## src/rtl/mccu.sv

```systemverilog
// mccu: multi-cycle control unit for the 16-instruction, 12-bit-opcode ISA.
// Sequences IF/ID/EX/MEM/WB over a shared datapath. Memory accesses have a
// ready-handshake watchdog. A sticky TRAP state holds illegal-opcode and bus
// timeout faults. A wrapping counter tracks retired instructions.
module mccu #(
    parameter int unsigned TIMEOUT = 16,
    parameter int unsigned CNT_W   = 32,
    parameter bit          TRAP_EN = 1'b1
) (
    input  logic             clk,
    input  logic             rst,
    input  logic [11:0]      op,
    input  logic             z,
    input  logic             mem_ready,
    output logic             mem_req,
    output logic             mem_we,
    output logic             iord,
    output logic             ir_we,
    output logic             pc_we,
    output logic [1:0]       pcsource,
    output logic             reg_we,
    output logic             m2reg,
    output logic             sst,
    output logic             shift,
    output logic             aluimm,
    output logic             sext,
    output logic [3:0]       aluc,
    output logic [2:0]       state,
    output logic             illegal,
    output logic             bus_err,
    output logic [CNT_W-1:0] instr_count
);

    // The watchdog counter only has to reach TIMEOUT-1.
    localparam int unsigned WAIT_W = (TIMEOUT < 2) ? 1 : $clog2(TIMEOUT);
    localparam logic [WAIT_W-1:0] WAIT_LAST = WAIT_W'(TIMEOUT - 1);

    typedef enum logic [2:0] {
        S_IF   = 3'd0,
        S_ID   = 3'd1,
        S_EX   = 3'd2,
        S_MEM  = 3'd3,
        S_WB   = 3'd4,
        S_TRAP = 3'd7
    } state_t;

    state_t              cur;
    state_t              nxt;
    logic [WAIT_W-1:0]   wait_cnt;

    logic                dec_legal;
    logic [3:0]          dec_aluc;
    logic                is_jump, is_beq, is_bne, is_load, is_store;

    logic                req_c, we_c, iord_c, irwe_c, pcwe_c, regwe_c, m2r_c, lvl_en;
    logic [1:0]          pcs_c;
    logic                retire, trap_ill, trap_bus;

    // Opcode decode: aluc is the instruction index; unknown encodings are illegal.
    always_comb begin
        dec_legal = 1'b1;
        dec_aluc  = 4'd0;
        case (op[11:6])
            6'b000000: begin
                if (op[5:0] != 6'b000001) dec_legal = 1'b0;
            end
            6'b000001: begin
                case (op[5:0])
                    6'b000001: dec_aluc = 4'd1;
                    6'b000010: dec_aluc = 4'd2;
                    6'b000100: dec_aluc = 4'd3;
                    default:   dec_legal = 1'b0;
                endcase
            end
            6'b000010: begin
                case (op[5:0])
                    6'b000001: dec_aluc = 4'd4;
                    6'b000010: dec_aluc = 4'd5;
                    6'b000011: dec_aluc = 4'd6;
                    default:   dec_legal = 1'b0;
                endcase
            end
            6'b000101: dec_aluc = 4'd7;
            6'b001001: dec_aluc = 4'd8;
            6'b001010: dec_aluc = 4'd9;
            6'b001100: dec_aluc = 4'd10;
            6'b001101: dec_aluc = 4'd11;
            6'b001110: dec_aluc = 4'd12;
            6'b001111: dec_aluc = 4'd13;
            6'b010000: dec_aluc = 4'd14;
            6'b010010: dec_aluc = 4'd15;
            default:   dec_legal = 1'b0;
        endcase
    end

    assign is_jump  = dec_legal && (dec_aluc == 4'd15);
    assign is_beq   = dec_legal && (dec_aluc == 4'd13);
    assign is_bne   = dec_legal && (dec_aluc == 4'd14);
    assign is_load  = dec_legal && (dec_aluc == 4'd11);
    assign is_store = dec_legal && (dec_aluc == 4'd12);

    // Next-state, strobe and event logic for the current state.
    always_comb begin
        nxt      = cur;
        req_c    = 1'b0;
        we_c     = 1'b0;
        iord_c   = 1'b0;
        irwe_c   = 1'b0;
        pcwe_c   = 1'b0;
        pcs_c    = 2'b00;
        regwe_c  = 1'b0;
        m2r_c    = 1'b0;
        lvl_en   = 1'b0;
        retire   = 1'b0;
        trap_ill = 1'b0;
        trap_bus = 1'b0;
        case (cur)
            S_IF: begin
                req_c = 1'b1;
                if (mem_ready) begin
                    irwe_c = 1'b1;
                    pcwe_c = 1'b1;
                    nxt    = S_ID;
                end else if (wait_cnt == WAIT_LAST) begin
                    trap_bus = 1'b1;
                    nxt      = S_TRAP;
                end
            end
            S_ID: begin
                lvl_en = 1'b1;
                if (is_jump) begin
                    pcwe_c = 1'b1;
                    pcs_c  = 2'b11;
                    retire = 1'b1;
                    nxt    = S_IF;
                end else if (!dec_legal) begin
                    if (TRAP_EN) begin
                        trap_ill = 1'b1;
                        nxt      = S_TRAP;
                    end else begin
                        retire = 1'b1;
                        nxt    = S_IF;
                    end
                end else begin
                    nxt = S_EX;
                end
            end
            S_EX: begin
                lvl_en = 1'b1;
                if (is_beq || is_bne) begin
                    pcs_c  = 2'b01;
                    pcwe_c = (is_beq && z) || (is_bne && !z);
                    retire = 1'b1;
                    nxt    = S_IF;
                end else if (is_load || is_store) begin
                    nxt = S_MEM;
                end else begin
                    nxt = S_WB;
                end
            end
            S_MEM: begin
                lvl_en = 1'b1;
                req_c  = 1'b1;
                iord_c = 1'b1;
                we_c   = is_store;
                if (mem_ready) begin
                    if (is_store) begin
                        retire = 1'b1;
                        nxt    = S_IF;
                    end else begin
                        nxt = S_WB;
                    end
                end else if (wait_cnt == WAIT_LAST) begin
                    trap_bus = 1'b1;
                    nxt      = S_TRAP;
                end
            end
            S_WB: begin
                lvl_en  = 1'b1;
                regwe_c = 1'b1;
                m2r_c   = is_load;
                retire  = 1'b1;
                nxt     = S_IF;
            end
            S_TRAP: begin
                nxt = S_TRAP;
            end
            default: begin
                nxt = S_IF;
            end
        endcase
    end

    // State, watchdog, sticky fault flags and retire counter.
    always_ff @(posedge clk or posedge rst) begin
        if (rst) begin
            cur         <= S_IF;
            wait_cnt    <= '0;
            instr_count <= '0;
            illegal     <= 1'b0;
            bus_err     <= 1'b0;
        end else begin
            cur <= nxt;
            if (nxt != cur) begin
                wait_cnt <= '0;
            end else if ((cur == S_IF || cur == S_MEM) && !mem_ready) begin
                wait_cnt <= wait_cnt + WAIT_W'(1);
            end
            if (retire)   instr_count <= instr_count + CNT_W'(1);
            if (trap_ill) illegal     <= 1'b1;
            if (trap_bus) bus_err     <= 1'b1;
        end
    end

    // Combinational controls drop immediately while reset is asserted.
    assign state    = cur;
    assign mem_req  = !rst && req_c;
    assign mem_we   = !rst && we_c;
    assign iord     = !rst && iord_c;
    assign ir_we    = !rst && irwe_c;
    assign pc_we    = !rst && pcwe_c;
    assign pcsource = rst ? 2'b00 : pcs_c;
    assign reg_we   = !rst && regwe_c;
    assign m2reg    = !rst && m2r_c;
    assign sst      = !rst && lvl_en && dec_legal && (dec_aluc <= 4'd6);
    assign shift    = !rst && lvl_en && dec_legal && (dec_aluc >= 4'd4) && (dec_aluc <= 4'd6);
    assign aluimm   = !rst && lvl_en && dec_legal && (dec_aluc >= 4'd7) && (dec_aluc <= 4'd12);
    assign sext     = !rst && lvl_en && dec_legal &&
                      ((dec_aluc == 4'd7) || (dec_aluc == 4'd11) || (dec_aluc == 4'd12) ||
                       (dec_aluc == 4'd13) || (dec_aluc == 4'd14));
    assign aluc     = (!rst && lvl_en && dec_legal) ? dec_aluc : 4'd0;

endmodule

```

## config.mk

```make
export PLATFORM = sky130hd
export DESIGN_NAME = mccu
export DESIGN_NICKNAME = d
export VERILOG_FILES = /design/src/rtl/mccu.sv
export SDC_FILE = /design/constraint.sdc
export NUM_CORES = 1
export LEC_CHECK = 0
export CAP_MARGIN = 40
export CELL_PAD_IN_SITES_DETAIL_PLACEMENT = 0
export CELL_PAD_IN_SITES_GLOBAL_PLACEMENT = 1
export CORE_MARGIN = 2
export CORE_UTILIZATION = 39
export CTS_CLUSTER_SIZE = 8
export DETAILED_ROUTE_END_ITERATION = 12
export GPL_TIMING_DRIVEN = 0
export PLACE_DENSITY_LB_ADDON = 0.2
export SETUP_SLACK_MARGIN = 0.4
export SKIP_CTS_REPAIR_TIMING = 1
export SYNTH_ARGS = -nofsm -noshare
export SYNTH_HDL_FRONTEND = slang
export SYNTH_SLANG_ARGS = --single-unit
```

## constraint.sdc

```tcl
create_clock -name clk -period 3.2 [get_ports clk]
set_input_delay 0.32 -clock clk [delete_from_list [all_inputs] [get_ports clk]]
set_output_delay 0.32 -clock clk [all_outputs]
set_load 0.1 [all_outputs]
```

==> results of run 1 <==
[final timing paths]
check	startpoint	end	slack (ns)
min in group clk	illegal	illegal	0.47
hold reg to reg	illegal	illegal	0.47
setup / recovery	op[8]	mem_we	0.38
setup reg to reg	instr_count[2]	instr_count[20]	0.74
max in group asynchronous	rst	instr_count[4]	2.54
hold / removal	rst	state[2]	0.40
[cell usage in the layout (no fill, tap or decap), types with 6 or more instances in the layout]
master / count
nor3_2: 10
and3_1: 8
xor2_1: 15
buf_2: 6
buf_12: 11
o21ai_0: 7
xnor2_1: 22
dlymetal6s2s_1: 8
buf_4: 15
nor2_1: 18
nand2_1: 17
nor2_2: 8
nand4_1: 18
buf_8: 46
nand3_1: 20
dfrtp_1: 34
clkdlybuf4s50_1: 48
[worst max-delay path, stage by stage]
cell             delay, ns
dlymetal6s2s_1        0.14
buf_4                 0.17
or4b_1                0.49
a211o_4               0.37
nor2_2                0.13
and2_2                0.16
clkdlybuf4s50_1       0.53
buf_12                0.18
[cells by family (layout without fill, tap and decap cells)]
family                     Yosys count  count (layout)
buffers and inverters               21             156
muxes                                2               2
AOI/OAI and AO/OA                   36              36
and+or+nand+nor                    152             152
adders and majority gates            2               2
xor gates and xnor gates            38              38
DFF                                 41              41
[registers in the layout, indices dropped and copies added (netlist names)]
register	cells
instr_count	32
state	3
illegal	1
bus_err	1
wait_cnt	4
[power by group through the flow]
stage	Combinational, mW	Clock (mW)	Sequential (mW)
CTS	1.46	0.517	0.665
finish	1.51	0.507	0.667
global route	1.60	0.540	0.681
global placement	1.24	0	0.672
detailed placement	1.46	0	0.676
floorplan	0.617	0	1.01
[cell type report]
type / count / area, sq um / area share
sequential: 41 / 1042 / 0.2187
clock buffer: 5 / 68.82 / 0.01444
inverter: 4 / 18.77 / 0.003938
timing repair buffer: 127 / 1569 / 0.3292
buffer: 17 / 128.9 / 0.02704
clock inverter: 3 / 68.82 / 0.01444
multi-input combinational: 230 / 1769 / 0.3712
tap: 80 / 100.1 / 0.02100
[metal layers]
layer | wire [um] | up-vias | global-route usage
met5 | 0 | - | 0
met3 | 255 | 16 | 0.03143
met1 | 3338 | 1330 | 0.2606
li1 | - | 1330 | -
met2 | 3999 | 83 | 0.3783
met4 | 139 | 0 | 0.06960
[stage by stage]
step	area [sq um]	setup TNS, ns	total power [mW]	util
after floorplan	2810	0	1.623	-
final	4766	0	2.687	0.7133
after global placement	3571	-11.77	1.909	0.5345
after CTS	4539	-1.757	2.644	0.6794
after global routing	4766	0	2.817	0.7133
after detailed placement	4402	-1.684	2.132	0.6588
==> results.md, run 1 <==
- The detail route stage leaves a number of antenna-violating nets equal to 0.
- The number of standard cells in the layout, taps in and fillers out is between 500 and 600.
- The clock tree skew after final layout is ~0.0067 ns.
- Routability-driven placement finished with a final weighted congestion of approximately 0.87.
- The count of endpoints failing setup in the final report is 0.
- In this run the vertical extent of the chip is about 87 um.
- The minimum setup slack after placement is -0.5414 ns.
- Of all cell types, the one taking the most synthesized area is dfrtp_1.
- After clock tree synthesis, the clock-pin slew on the worst setup and hold paths is ~0.09 ns.
- The area of the mapped netlist is about 2700 sq um.
- For this block, the via count after detailed routing is 2759.
- The number of synthesized flops with an enable pin is 0.
- After the last flow step, the layout net total stands at 444.
- The post-DP HPWL is around 5800 um.
- The clock drives 41 sinks.
- The number of instances in the placed design is slightly below 500.
- Setup slack closes at 0.3801 ns.
- By area the synthesized netlist is led by dfrtp_1, xnor2_1, xor2_1.
- The synthesized area divided by synthesized cell count is 9.097 sq um.
- Relative to the synthesized area, the layout overhead comes to 79.42%.
- Pin placement for this block handled 70 I/O pins.
- The floorplan has 30 rows.
- The number of warnings reported in the yosys synthesis log is 0.
- Of the total synthesized cell area, the portion taken by full adders, half adders and majority gates is 0.009421.
- The worst min-delay path category is in2async.
- IR analysis of the VDD net gives a maximum drop of 0.0005579 V.
- Max-cap violations in this run came to 0.
- The x dimension of the die is slightly below 90 um.
- The pre-antenna-repair detailed-routing pass consisted of 7 iterations.
- The final wirelength is around 7700 um.
- In this run the standard cell core region covers between 6000 and 7000 sq um.
- The slew at the pin closest to its max-slew limit is about 0.91 ns.
- In this run the number of H-tree levels came out at 2.
- The cell depth of the worst flop-to-flop path is 9.
- The most frequently used flop master after synthesis is dfrtp_1.
- The data arrival time of the critical path is between 2 and 3 ns.
- After synthesis, the share of cell area in mux cells is 0.007537.
- The flow ran to the end, and the final reports show no timing, DRC or antenna violations.
- The analysis attributes to net switching a power of between 1 and 1.5 mW.
- The required arrival time at the worst endpoint is roughly 2.9 ns.
- By count the netlist is led by dfrtp_1, nor2_1, nand3_1, xnor2_1, nand4_1.
- Of the total synthesized cell area, the portion taken by AND, OR, NAND and NOR gates is 0.3354.
- Global routing finished with a remaining overflow of 0.
- The period utilization is 0.8812.
- The main combinational cell family by area after synthesis is simple AND/OR/NAND/NOR gates.
- After synthesis, the share of flip-flops with an asynchronous set or reset is 1.000.
- The final max-slew violation count is 0.
- The post-synthesis xor/xnor area fraction is 0.1253.
- The detail-routed net length per standard cell is between 15 and 20 um.
- The post-synthesis compound-gate area fraction is 0.09185.
- The number of global-route vias before repair was roughly 2800.
- In the final layout, the share of cells above drive strength 1 is 0.3677.
- The number of vias per cell is ~5.4.
- The count of filler cells inserted in the layout is a little over 500.
- The relative max-transition margin is 0.3877.
- The final critical delay including setup and external delays is between 2 and 3 ns.
- The post-synth net total is 310.
- The nature of the critical path endpoint is an output pin.
- Input and output buffers added on the ports amount to between 60 and 70.
- The share of the synthesized area in the top cell type is 0.3862.
- The share of synthesized area occupied by flip-flops and latches is 0.3862.
- For this block, the initial DRC count from the detailed router was approximately 130.
- The initial antenna violation count was 0.
- Cell internal power was estimated by the tool at ~1.4 mW.
- The leakage power of the design is a little under 2 nW.
- The worst setup path is launched from an input pin.
- The largest fanout on the critical path is 10.
- The instance count of the mapped netlist is between 200 and 300.
- The clock latency reported for the late side of the worst-skew pair is 0.29 ns.
- Of the total power, the clock network draws 0.189.
- The number of antenna repair diodes is 0.
- The ratio of total power to cell area is 563.9 nW/um^2.
- After detailed routing, the number of remaining DRC violations is 0.
- The first global-routing pass estimated around 13000 um of wire.
- The final number of hold-violating endpoints is 0.
- Setup repair after global routing could not meet its margin everywhere.
- The overall fraction of global-route tracks in use is 0.2116.
- Entering global routing, the biggest net connects 36 pins.
- The setup path with the least slack is of type in2out.
- The part of the power in combinational logic is 0.563.
- TritonCTS built the clock tree.
- In this run, CTS created clock tree buffers numbering 5.
- The root buffer cell chosen for the clock tree is clkbuf_8.
- Static timing analysis puts the maximum clock frequency at about 0.35 GHz.
- The most numerous cell in the Yosys netlist is dfrtp_1.
- The total of flip-flops plus latches after synthesis is 41.
- The hold slack is approximately 0.4 ns.
- The die covers 7487 sq um.
- The initial core utilization is 0.3976.
- Of the total power, the share spent switching nets is 0.4624.
- Counting distinct cell types in the post-synthesis netlist gives 56.
- The largest buffer count on any clock path is 2.
- Of the total power, registers draw 0.248.
No activity file was read; power rests on OpenSTA's default activity.
==> run 2: changes to the inputs <==
--- a/config.mk
+++ b/config.mk
@@ -9,13 +9,14 @@
 export CELL_PAD_IN_SITES_DETAIL_PLACEMENT = 0
 export CELL_PAD_IN_SITES_GLOBAL_PLACEMENT = 1
 export CORE_MARGIN = 2
-export CORE_UTILIZATION = 39
+export CORE_UTILIZATION = 30
 export CTS_CLUSTER_SIZE = 8
 export DETAILED_ROUTE_END_ITERATION = 12
 export GPL_TIMING_DRIVEN = 0
 export PLACE_DENSITY_LB_ADDON = 0.2
 export SETUP_SLACK_MARGIN = 0.4
 export SKIP_CTS_REPAIR_TIMING = 1
+export SLEW_MARGIN = 5
 export SYNTH_ARGS = -nofsm -noshare
 export SYNTH_HDL_FRONTEND = slang
 export SYNTH_SLANG_ARGS = --single-unit
==> run 2 against run 1 <==
  * Critical path depth rose by 3
  * Die area rose by 29%
  * Critical endpoint is now pc_we
  * Final area rose by 1.1%
  * Clock skew rose by 0.0015 ns
  * Maximum frequency fell by 2.5%
  * Global-route usage fell by 4.6 points
  * Clock power fell by 33%
  * Via count fell by 1.3%
  * Non-clock buffer count rose by 3
  * Sequential share of layout area fell by 0.24 points
  * Largest cell class unchanged
  * Largest power group unchanged
  * Flip-flop and latch count did not move
  * Total power fell by 6.0%
==> results.md, run 2 (synthesized netlist as in run 1, its figures left out) <==
- The setup path with the least slack is of type in2out.
- The highest-delay cell along the critical path is clkdlybuf4s50_1.
- In the final layout, the share of cells above drive strength 1 is 0.3674.
- In the final routed layout, each cell accounts on average for 14.66 um.
- The final max-slew violation count was 0.
- In this run, the number of DRC markers left after iteration 0 of detailed routing was 75.
- CTS saw slightly above 40 sinks.
- The max-cap violation count is 0.
- Across the whole layout, storage elements account for around 1000 sq um.
- The via count is roughly 2700.
- No sink is reached through more buffers than the 2 on the longest clock path.
- For this run, the total global-route usage over all layers was measured as 0.1659.
- The most common cell after layout, fill and taps aside is clkdlybuf4s50_1.
- The largest fanout on the critical path is 8.
- The total overflow left after global routing is 0.
- The number of antenna repair diodes is 0.
- The nature of the critical path endpoint is an output pin.
- Setup violations remaining at the end of the flow were counted as 0.
- The tightest min-delay check is of the in2async type.
- The clock latency reported for the late side of the worst-skew pair is 0.29 ns.
- The x dimension of the die is between 90 and 100 um.
- The register with the most flip-flops in the layout has 32 of them.
- The register with the most flip-flops in the final layout is instr_count.
- The initial antenna violation count is 0.
- In this run the tool buffered the top-level ports with 66 buffer cells.
- The final number of hold-violating endpoints was 0.
- The filler cells instantiated in the layout total between 700 and 800.
- The slew at the pin closest to its max-slew limit is roughly 0.85 ns.
- The setup total negative slack is 0 ns.
- The flow ran to the end, and the final reports show no timing, DRC or antenna violations.
- The overall die area is 9623 sq um.
- The pin count of the biggest net entering global routing is 36.
- The data arrival time of the critical path is around 2.6 ns.
- The kind of start point of the critical path is an input pin.
- Leaving out fill and tap cells, the most frequent cells in the layout are clkdlybuf4s50_1, buf_8, dfrtp_1.
- CTS placed an instance of clkbuf_8 at the clock tree root.
- The highest clock frequency the design can meet is between 0.3 and 0.4 GHz.
- For this run, design rule violations remaining after detail routing come to 0.
- Setup repair after global routing could not meet its margin everywhere.
- The clock tree from TritonCTS is done.
- The number of cell rows is 34.
- The clock tree skew after final layout is 0.008186 ns.
- The layout overhead on the synthesized area is 81.39%.
- The final wirelength is slightly below 8000 um.
- Clock-pin slew was measured on the worst setup and hold paths at around 0.080 ns.
- In this run the number of H-tree levels came out at 2.
- The period utilization is 0.9035.
- The global-route wire length before repair is around 13000 um.
- The die outline height is around 98 um.
- 70 I/O pins were placed.
- Setup slack on the worst reg-to-reg path comes out at roughly 0.7 ns.
- The post-DP HPWL is about 5900 um.
- The core region is approximately 8600 sq um.
- The final critical delay including setup and external delays is slightly below 3 ns.
- For the worst flop-to-flop path, the logic depth is 9.
- In this run, CTS created clock tree buffers numbering 5.
- The multi-input combinational cell area is between 1500 and 2000 sq um.
- The number of search-and-repair iterations in the first detailed-routing pass is 4.
- The required arrival time at the worst endpoint is roughly 2.9 ns.
- The net count of the finished layout is ~450.
- The worst-case IR drop observed on VDD is approximately 0.0006 V.
- The relative max-transition margin is 0.4266.
- The number of standard cells in the layout, taps in and fillers out is between 500 and 600.
- The number of nets still failing antenna checks after routing is 0.
- In this design, the stage delay of the slowest critical-path cell is 0.41 ns.
- The leakage power of the design is between 1.5 and 2 nW.
- The initial utilization of the core area, before any placement, comes to 0.3076.
- The critical path goes through clkdlybuf4s50_1 > nor3_2 > and3_1 > a31o_1 > or2_1 > buf_6 > and3_4 > mux2i_1 > o22a_1 > nor3_4 > buf_12.
- After detailed placement, the design holds a cell count of approximately 520.
- The congestion estimate from routability-driven global placement came to approximately 0.8.
- In the routed layout, each cell is associated on average with a via count of 5.063.
- The ratio of total power to cell area is 524.5 nW/um^2.
- The number of global-route vias before repair came to 2708.
-- run 2: cell types whose count changed in the layout (fill, tap and decap cells not counted), moves of 2 or more --
cell,previous run,this run
buf_4,15,19
buf_2,6,3
nor2_2,8,5
buf_12,11,13
buf_6,3,5
buf_8,46,44
bufinv_16,2,0
clkinv_2,0,2
nor2_1,18,20
nor3_4,5,7
-- run 2: layout make-up --
type                       instances  area share
buffer                            17     0.02882
clock buffer                       5     0.01428
clock inverter                     3    0.003635
inverter                           4    0.003895
multi-input combinational        230      0.3726
sequential                        41      0.2163
tap                              108     0.02804
timing repair buffer             130      0.3324
-- run 2: power breakdown --
part | leakage [nW] | internal (mW) | total [mW] | switching (mW)
Combinational | 1.41 | 0.542 | 1.52 | 0.981
Clock | 0.0439 | 0.151 | 0.338 | 0.187
Sequential | 0.501 | 0.589 | 0.666 | 0.0777
Total | 1.95 | 1.28 | 2.53 | 1.25
-- run 2: per-stage QoR --
stage	setup WS (ns)	util	power [mW]	hold slack (ns)	area, sq um
floorplan	0.1720	-	1.623	0.3222	2810
finish	0.3086	0.5580	2.527	0.3605	4818
global placement	-1.076	0.4176	1.924	0.4555	3606
detailed placement	-0.5974	0.5138	2.144	0.4587	4437
CTS	-0.6012	0.5238	2.493	0.4791	4523
global route	0.1933	0.5580	2.673	0.3661	4818
-- run 2: routing by layer --
layer	routed length, um	vias up	global-route usage
met2	4263	55	0.3003
met3	221	4	0.02505
met5	0	-	0
li1	-	1337	-
met4	59	0	0.03526
met1	3345	1328	0.2088
-- run 2: path summary, 6_finish.rpt --
path / from / end
max: op[4] / pc_we
min: rst / state[0]
max reg2reg: instr_count[2] / instr_count[22]
min reg2reg: illegal / illegal
max in group asynchronous: rst / instr_count[22]
min in group clk: illegal / illegal
-- run 2: worst max-delay path, delay by kind of cell --
kind | cells | cell delay, ns
and+or+nand+nor | 5 | 0.99
buffers and inverters | 3 | 0.74
AOI/OAI and AO/OA | 2 | 0.43
muxes | 1 | 0.08
